File: src/rtl/seg_scan_driver.sv
// Time-multiplexed N-digit common-anode 7-segment driver with frame-aligned
// double buffering, optional hex glyphs, per-digit decimal points and leading-zero blanking.
module seg_scan_driver #(
    parameter int NUM_DIGITS       = 4,
    parameter int CLK_DIV          = 50000,
    parameter int HEX_MODE         = 1,
    parameter int DIGIT_ACTIVE_LOW = 1
) (
    input  logic                    clk,
    input  logic                    rst_n,
    input  logic                    enable,
    input  logic [4*NUM_DIGITS-1:0] value_in,
    input  logic                    load,
    input  logic [NUM_DIGITS-1:0]   dp_in,
    input  logic                    blank_lead,
    output logic [7:0]              disp_code_out,
    output logic [NUM_DIGITS-1:0]   digit_sel,
    output logic                    frame_done
);

    localparam int CW = $clog2(CLK_DIV);
    localparam int IW = (NUM_DIGITS > 1) ? $clog2(NUM_DIGITS) : 1;
    localparam logic [CW-1:0] CNT_LAST = CW'(CLK_DIV - 1);
    localparam logic [IW-1:0] IDX_LAST = IW'(NUM_DIGITS - 1);
    localparam logic [NUM_DIGITS-1:0] SEL_IDLE = {NUM_DIGITS{DIGIT_ACTIVE_LOW != 0}};

    logic [CW-1:0]           cnt;
    logic [IW-1:0]           idx;
    logic [4*NUM_DIGITS-1:0] pend_val, disp_val;
    logic [NUM_DIGITS-1:0]   pend_dp, disp_dp;
    logic                    pend_valid;

    logic                    tick, wrap, commit;
    logic [3:0]              cur_nib;
    logic                    cur_dp, higher_nz, blank;
    logic [NUM_DIGITS-1:0]   onehot;
    logic [7:0]              seg_next;
    logic [NUM_DIGITS-1:0]   sel_next;

    // Active-low g..a patterns; hex glyphs collapse to blank when HEX_MODE is off.
    function automatic logic [6:0] encode(input logic [3:0] n);
        logic [6:0] s;
        case (n)
            4'h0: s = 7'h40;
            4'h1: s = 7'h79;
            4'h2: s = 7'h24;
            4'h3: s = 7'h30;
            4'h4: s = 7'h19;
            4'h5: s = 7'h12;
            4'h6: s = 7'h02;
            4'h7: s = 7'h78;
            4'h8: s = 7'h00;
            4'h9: s = 7'h10;
            4'hA: s = (HEX_MODE != 0) ? 7'h08 : 7'h7F;
            4'hB: s = (HEX_MODE != 0) ? 7'h03 : 7'h7F;
            4'hC: s = (HEX_MODE != 0) ? 7'h46 : 7'h7F;
            4'hD: s = (HEX_MODE != 0) ? 7'h21 : 7'h7F;
            4'hE: s = (HEX_MODE != 0) ? 7'h06 : 7'h7F;
            default: s = (HEX_MODE != 0) ? 7'h0E : 7'h7F;
        endcase
        return s;
    endfunction

    assign tick   = enable && (cnt == CNT_LAST);
    assign wrap   = tick && (idx == IDX_LAST);
    // While dark there is no frame to tear, so pending data goes straight through.
    assign commit = pend_valid && (wrap || !enable);

    always_comb begin
        cur_nib   = 4'h0;
        cur_dp    = 1'b0;
        higher_nz = 1'b0;
        onehot    = '0;
        for (int i = 0; i < NUM_DIGITS; i++) begin
            if (IW'(i) == idx) begin
                cur_nib   = disp_val[4*i +: 4];
                cur_dp    = disp_dp[i];
                onehot[i] = 1'b1;
            end
            if (IW'(i) >= idx && disp_val[4*i +: 4] != 4'h0)
                higher_nz = 1'b1;
        end
        blank    = blank_lead && (idx != '0) && !higher_nz;
        seg_next = {~cur_dp, blank ? 7'h7F : encode(cur_nib)};
        sel_next = (DIGIT_ACTIVE_LOW != 0) ? ~onehot : onehot;
    end

    always_ff @(posedge clk or negedge rst_n) begin
        if (!rst_n) begin
            cnt           <= '0;
            idx           <= '0;
            pend_val      <= '0;
            pend_dp       <= '0;
            pend_valid    <= 1'b0;
            disp_val      <= '0;
            disp_dp       <= '0;
            frame_done    <= 1'b0;
            disp_code_out <= 8'hFF;
            digit_sel     <= SEL_IDLE;
        end else begin
            if (!enable) begin
                cnt <= '0;
                idx <= '0;
            end else if (tick) begin
                cnt <= '0;
                idx <= (idx == IDX_LAST) ? '0 : idx + 1'b1;
            end else begin
                cnt <= cnt + 1'b1;
            end

            if (commit) begin
                disp_val <= pend_val;
                disp_dp  <= pend_dp;
            end
            // A load coinciding with a commit refills pending, so valid stays set.
            if (load) begin
                pend_val <= value_in;
                pend_dp  <= dp_in;
            end
            pend_valid <= load || (pend_valid && !commit);

            frame_done    <= wrap;
            disp_code_out <= enable ? seg_next : 8'hFF;
            digit_sel     <= enable ? sel_next : SEL_IDLE;
        end
    end

endmodule

File: config.mk
export PLATFORM = sky130hd
export DESIGN_NAME = seg_scan_driver
export DESIGN_NICKNAME = d
export VERILOG_FILES = /design/src/rtl/seg_scan_driver.sv
export SDC_FILE = /design/constraint.sdc
export NUM_CORES = 1
export LEC_CHECK = 0
export ABC_AREA = 1
export ABC_CLOCK_PERIOD_IN_PS = 2560
export CORE_MARGIN = 4
export CORE_UTILIZATION = 55
export DETAILED_ROUTE_END_ITERATION = 8
export PLACE_DENSITY = 0.78
export SYNTH_ARGS = -nofsm -noshare
export SYNTH_HDL_FRONTEND = slang
export SYNTH_SLANG_ARGS = --single-unit
export TNS_END_PERCENT = 20
File: constraint.sdc
create_clock -name clk -period 2.56 [get_ports clk]
set_clock_uncertainty 0.2 [all_clocks]
set_input_delay 0.512 -clock clk [delete_from_list [all_inputs] [get_ports clk]]
set_output_delay 0.512 -clock clk [all_outputs]
set_load 0.005 [all_outputs]
==> flow_summary_export.csv, run 1 <==
group,metric,value,unit
outcome,result_of_the_run,"finished clean",
clock_network,cts_htree_levels,3,
setup_path,crit_path_max_fanout,8,
sta,max_freq,430.9,MHz
floorplanning,std_cell_rows,29,
clock_network,ctsRootBufferMaster,"clkbuf_8",
setup_path,slowest_delay,440,ps
yosys,synth_largest_type_area_fraction,0.4073,
final_layout,nNetsFinal,542,
clock_network,clock_sinks,72,
yosys,synth.cells.most_frequent,"nand2_1, dfrtp_1, nor2_1",
floorplanning,fp.dieArea,8076,sq um
final_layout,postLayoutCoreUtil,0.6754,
hold_path,min_path_type,"reg2reg",
final_layout,register_area,1817,sq um
routing,ant_nets,0,
final_layout,drive_above_1_share,0.1061,
sta,rsz_0062_raised_after_global_routing,"false",
flow_run,timing.max_cap.violations,0,
clock_network,clock_tree_from_tritoncts,"done",
power,pwr-share-comb,0.239,
global_routing,grt_antenna_before_repair,0,
global_routing,global_route_wire_length_before_repair,13440,um
final_layout,multi_input_area,1627,sq um
power,irDropWorstVdd,536.1,uV
yosys,synth_area_leaders,"dfrtp_1, nand2_1, dfstp_2",
yosys,async_reset_ff_frac,1.000,
clock_network,tritoncts.num_buffers,9,
placement,gp_congestion,0.9031,
yosys,synth_compound_area_frac,0.03055,
placement,place.port_buffers,37,
final_layout,areaGrowthSynthToFinish,17.68,%
yosys,synth.most_common_cell,"nand2_1",
routing,final_wirelength,7594,um
floorplanning,die_h,89.87,um
floorplanning,chipWidth,89.87,um
routing,remaining_drc_errors,0,
yosys,yosysSeqAreaShare,0.4929,
sta,final_hold_vios,0,
power,p_sw_frac,0.3014,
clock_network,cts_max_path_buffers,2,
setup_path,worstSetupStartpointType,"flip-flop",
sta,min_period_over_period,0.9066,
setup_path,worst_path_max_delay_cell,"dfrtp_1",
power,clock_power_share,0.310,
floorplanning,ioPinCount,38,
setup_path,critical_path.cell_chain,"inv_1 > ha_2 > nand2_1 > nand2_1 > nand3_1 > nand2_1 > nand2_1 > inv_1 > ha_1 > nand3_1 > o21ai_0 > nand2_1 > nand2_1",
clock_network,insertion_delay,350,ps
setup_path,timing.critical_path.required,2660,ps
yosys,syn-instance-count,467,
yosys,count_of_cell_types_in_the_netlist,32,
yosys,syn_nets,505,
power,internal_power,2.173,mW
yosys,library_cell_occupying_the_most_area_in_the_post_synthesis_netlist,"dfrtp_1",
setup_path,cp_data_arrival_time,2420,ps
yosys,synth_top_flop_cell,"dfrtp_1",
yosys,netlist_area,3686,sq um
routing,first_iter_violations,191,
sta,worstMarginPinSlew,598.8,ps
floorplanning,core_region_area,6422,sq um
global_routing,first_global_vias,2948,
yosys,post_synthesis_share_of_cell_area_spent_on_and_or_nand_and_nor_gates,0.3469,
routing,via_per_inst,5.246,
setup_path,critical-path-top-cell-by-count,"nand2_1",
final_layout,nFillCells,539,
power,sequential_cell_fraction_of_total_power,0.451,
global_routing,global_route.overflow_total,0,
setup_path,endpoint_type_of_the_worst_setup_path,"flip-flop",
power,power-per-cell-area,716.9,nW/um^2
sta,setup_total_negative_slack,0,ps
sta,max_slew_margin,0.6004,
yosys,synth_area_per_cell,7.893,sq um
sta,worst_hold_slack,261.8,ps
yosys,postSynthRegisterBits,72,
power,power_dissipated_by_switching_net_loads,0.9372,mW
setup_path,critical_path_buf_inv_count,2,
setup_path,path_delay_family,"simple AND/OR/NAND/NOR gates",
yosys,dominant_combinational_cell_family_by_area_after_synthesis,"simple AND/OR/NAND/NOR gates",
routing,firstDrtPassIters,4,
routing,routedWlPerCell,12.96,um
yosys,yosysWarnings,0,
final_layout,n_antenna_cell,0,
routing,routed-via-count,3074,
floorplanning,starting_utilization_of_the_core_area,0.5739,
yosys,number_of_enable_flip_flop_cells_after_synthesis,0,
global_routing,grt_max_degree,50,
yosys,synthMuxAreaShare,0,
sta,setup_viol,0,
sta,post-route-min-period,2321,ps
global_routing,grtUsageTotal,0.2020,
power,total_leakage_power,2.138,nW
yosys,yosys.area_share.xor_xnor,0.01426,
setup_path,setup.worst_path.class,"reg2reg",
placement,post-dp-hpwl,5563,um
clock_network,clk_pin_slew_worst_paths,70,ps
yosys,yosys.area_share.adder,0.04413,
sta,timing.final.max_slew_violations,0,
stage by stage:
| step | power [mW] | instances | cell area (sq um) | worst slack [ps] |
|---|---|---|---|---|
| 3_3_place_gp | 2.125 | 569 | 4096 | 346.3 |
| 5_1_grt | 3.317 | 586 | 4338 | 0.1263 |
| 4_1_cts | 3.117 | 586 | 4318 | 149.0 |
| 3_5_place_dp | 2.147 | 569 | 4096 | 192.6 |
| 2_1_floorplan | 1.869 | 467 | 3686 | 534.5 |
| 6_report | 3.110 | 586 | 4338 | 239.1 |
power groups by stage:
| stage | Sequential [mW] | Combinational, mW | Clock [mW] |
|---|---|---|---|
| final | 1.40 | 0.742 | 0.964 |
| after global routing | 1.42 | 0.852 | 1.04 |
| after CTS | 1.40 | 0.731 | 0.983 |
| after detailed placement | 1.42 | 0.723 | 0 |
| after global placement | 1.42 | 0.706 | 0 |
| after floorplan | 1.40 | 0.465 | 0 |
metal layers:
metal / vias to the layer above / GRT usage / routed length, um
li1: 1554 / - / -
met1: 1427 / 0.2630 / 3449
met2: 75 / 0.3233 / 3586
met3: 18 / 0.04758 / 366
met4: 0 / 0.08929 / 192
met5: - / 0 / 0
kinds of logic (layout without fill, tap and decap cells):
| group | after synthesis | after routing |
|---|---|---|
| simple gates | 298 | 298 |
| flops | 72 | 72 |
| buf+inv | 58 | 100 |
| compound gates | 20 | 20 |
| fa+ha+maj | 13 | 13 |
| xor+xnor | 6 | 6 |
final cells by class:
| cell class | count | area share |
|---|---|---|
| sequential | 72 | 0.4188 |
| multi-input combinational | 337 | 0.3750 |
| timing repair buffer | 45 | 0.1015 |
| inverter | 39 | 0.03375 |
| clock buffer | 10 | 0.02942 |
| tap | 77 | 0.02221 |
| clock inverter | 6 | 0.01933 |
registers in the layout, summed over array words and instances (netlist names):
name,cells
cnt,16
disp_dp,4
pend_valid,1
pend_val,16
idx,2
pend_dp,4
disp_code_out,8
disp_val,16
frame_done,1
digit_sel,4
placed cells by master (no fill, tap or decap):
master / instances
nand2_1: 169
dfrtp_1: 60
nor2_1: 49
nand3_1: 43
clkdlybuf4s50_1: 36
inv_1: 34
nand4_1: 23
dfstp_2: 12
a21oi_1: 10
ha_1: 9
clkbuf_8: 9
buf_4: 6
o21ai_0: 5
inv_2: 4
nor2_2: 3
xnor2_1: 3
xor2_1: 3
nor3_1: 3
ha_2: 3
clkinv_2: 3
nand2_2: 2
bufinv_16: 2
nand3_2: 1
clkinv_1: 1
nor2_4: 1
nand2_4: 1
a31oi_1: 1
nor3_2: 1
o21ai_1: 1
or2_2: 1
a21boi_2: 1
or2_0: 1
a22oi_1: 1
o21bai_1: 1
ha_4: 1
clkbuf_1: 1
clkinv_4: 1
dlygate4sd3_1: 1
buf_2: 1
buf_12: 1
worst reg2reg max path: cells and delay by family, from the launching register on:
family,cells,cell delay (ps)
adders and majority gates,2,500
AOI/OAI and AO/OA,1,100
buffers and inverters,2,350
DFF,1,440
and+or+nand+nor,8,690
path summary, 6_finish.rpt:
kind | slack [ps] | end | startpoint | cells after the start
max reg2reg | 240 | disp_code_out[5]$_DFF_PN1_ | idx[0]$_DFFE_PN0P_ | 13
max in group asynchronous | 970 | disp_code_out[7]$_DFF_PN1_ | rst_n | 3
min reg2reg | 260 | cnt[0]$_DFF_PN0_ | cnt[0]$_DFF_PN0_ | 1
max | 240 | disp_code_out[5]$_DFF_PN1_ | idx[0]$_DFFE_PN0P_ | 13
min in group asynchronous | 500 | pend_val[9]$_DFFE_PN0P_ | rst_n | 2
min | 260 | cnt[0]$_DFF_PN0_ | cnt[0]$_DFF_PN0_ | 1
repair_timing:
item / CTS / global route
endpoints found under the hold margin: 13 / 0
hold buffers: 1 / 0
endpoints found under the setup margin: 0 / 5
gates resized for setup: 0 / 5
buffers inserted: 0 / 0
Power figures use the tool's default switching activity.
==> inputs of run 2 (changes only) <==
CORE_UTILIZATION = 57   (was 55)
PLACE_DENSITY = 0.8   (was 0.78)
SLEW_MARGIN = 40   (was not set)
==> run 2 against run 1 <==
Sequential share of layout area grew 0.49 points. Die area down 3.2%. Utilization up 0.37 points. Via count down 1.2%. Critical path type unchanged. Largest power group unchanged.
==> flow_summary_export.csv, run 2 (same netlist as run 1, synthesis figures left out) <==
group,metric,value,unit
sta,rsz_0062_raised_after_global_routing,"false",
clock_network,insertion_delay,350,ps
power,power_dissipated_by_switching_net_loads,0.9302,mW
sta,max_freq,439.5,MHz
setup_path,worst_setup_path_startpoint,"idx[0]$_DFFE_PN0P_",
floorplanning,std_cell_rows,29,
global_routing,first_global_vias,2843,
hold_path,worstHoldStart,"cnt[0]$_DFF_PN0_",
placement,post-dp-hpwl,5487,um
routing,final_wirelength,7514,um
clock_network,clock_tree_from_tritoncts,"done",
sta,worstMarginPinSlew,609.5,ps
clock_network,ctsRootBufferMaster,"clkbuf_8",
setup_path,worstReg2RegStart,"idx[0]$_DFFE_PN0P_",
setup_path,endpoint_type_of_the_worst_setup_path,"flip-flop",
power,pwr-share-comb,0.251,
routing,via_per_inst,5.184,
floorplanning,starting_utilization_of_the_core_area,0.5838,
final_layout,nFillCells,550,
power,power-per-cell-area,683.5,nW/um^2
floorplanning,core_region_area,6314,sq um
flow_run,timing.max_cap.violations,0,
routing,ant_nets,0,
routing,remaining_drc_errors,0,
routing,firstDrtPassIters,4,
setup_path,timing.critical_path.required,2640,ps
power,irDropWorstVdd,387.9,uV
placement,place.port_buffers,37,
clock_network,clk_pin_slew_worst_paths,70,ps
final_layout,areaGrowthSynthToFinish,16.33,%
clock_network,cts_max_path_buffers,2,
global_routing,global_route_wire_length_before_repair,12920,um
placement,gp_congestion,0.9313,
sta,post-route-min-period,2275,ps
clock_network,cts.repair_timing.setup_buffer_count,0,
global_routing,global_route.overflow_total,0,
final_layout,nNetsFinal,542,
clock_network,tritoncts.num_buffers,9,
setup_path,cp_data_arrival_time,2360,ps
setup_path,timing.reg2reg.setup_slack,280,ps
sta,final_hold_vios,0,
floorplanning,ioPinCount,38,
final_layout,drive_above_1_share,0.1041,
sta,timing.final.max_slew_violations,0,
power,clock_power_share,0.271,
clock_network,cts_htree_levels,3,
global_routing,grt_antenna_before_repair,0,
floorplanning,chipWidth,88.42,um
floorplanning,die_h,88.42,um
power,total_leakage_power,2.122,nW
setup_path,setup.worst_path.class,"reg2reg",
outcome,result_of_the_run,"finished clean",
sta,min_period_over_period,0.8887,
sta,max_slew_margin,0.5932,
final_layout,n_antenna_cell,0,
final_layout,most-common-layout-cells,"nand2_1, dfrtp_1, nor2_1",
floorplanning,fp.dieArea,7817,sq um
power,p_sw_frac,0.3174,
global_routing,grt_max_degree,52,
setup_path,worstSetupStartpointType,"flip-flop",
setup_path,crit_path_max_fanout,10,
clock_network,clock_sinks,72,
power,sequential_cell_fraction_of_total_power,0.478,
final_layout,mostFrequentLayoutCell,"nand2_1",
routing,routedWlPerCell,12.82,um
global_routing,grtUsageTotal,0.2129,
final_layout,multi_input_area,1614,sq um
hold_path,min_path_type,"reg2reg",
routing,routed-via-count,3038,
sta,setup_total_negative_slack,0,ps
final_layout,postLayoutCoreUtil,0.6792,
final_layout,register_area,1817,sq um
final_layout,reg.largest.list,"cnt (16), disp_val (16), pend_val (16)",
routing,first_iter_violations,188,
sta,setup_viol,0,
power,internal_power,2.000,mW
==> run 2: repair_timing <==
item	4_1_cts	5_1_grt
setup endpoints to repair	0	4
resized for setup	0	3
hold buffers	1	0
endpoints found under the hold margin	11	0
==> run 2: final timing paths <==
path | end | cells past startpoint
min in group asynchronous | cnt[14]$_DFF_PN0_ | 2
setup reg to reg | disp_code_out[5]$_DFF_PN1_ | 12
setup / recovery | disp_code_out[5]$_DFF_PN1_ | 12
max in group asynchronous | digit_sel[3]$_DFF_PN1_ | 3
hold / removal | cnt[0]$_DFF_PN0_ | 1
hold reg to reg | cnt[0]$_DFF_PN0_ | 1
==> run 2: power groups by stage <==
| stage | clock network (mW) | logic (mW) | registers, mW |
|---|---|---|---|
| 6_report | 0.795 | 0.734 | 1.40 |
| 5_1_grt | 0.864 | 0.841 | 1.42 |
| 4_1_cts | 0.806 | 0.732 | 1.40 |
| 3_5_place_dp | 0 | 0.727 | 1.42 |
| 3_3_place_gp | 0 | 0.703 | 1.42 |
| 2_1_floorplan | 0 | 0.465 | 1.40 |
==> run 2: final cells by class <==
| cell class | instances | area share |
|---|---|---|
| Timing Repair Buffer | 45 | 0.1027 |
| Clock inverter | 5 | 0.007587 |
| Multi-Input combinational cell | 337 | 0.3764 |
| Sequential cell | 72 | 0.4237 |
| Inverter | 39 | 0.03414 |
| Clock buffer | 11 | 0.03297 |
| Tap cell | 77 | 0.02247 |
==> run 2: per-stage QoR <==
stage | area, sq um | power [mW] | hold slack (ps) | std cells | setup slack (ps)
final | 4288 | 2.931 | 259.8 | 586 | 284.9
after global routing | 4288 | 3.121 | 288.3 | 586 | 39.67
after CTS | 4280 | 2.940 | 265.6 | 586 | 214.1
after detailed placement | 4096 | 2.149 | 255.5 | 569 | 224.3
after global placement | 4096 | 2.120 | 246.2 | 569 | 322.4
after floorplan | 3686 | 1.869 | 16.41 | 467 | 534.5
==> run 2: critical path: stages (launching register included) <==
cell,delay [ps]
dfrtp_1,420
inv_1,140
ha_2,300
inv_1,120
nand3_1,100
nand2_1,50
nand2_1,190
inv_1,120
ha_1,230
nand3_1,120
o21ai_0,100
nand2_1,60
nand2_1,50
==> run 2: routing by layer <==
layer,GRT usage,vias up,share of wire
met5,0,-,0
met4,0.08379,0,0.017
met3,0.05400,12,0.055
met2,0.3338,79,0.46
met1,0.2850,1393,0.46
li1,-,1554,-
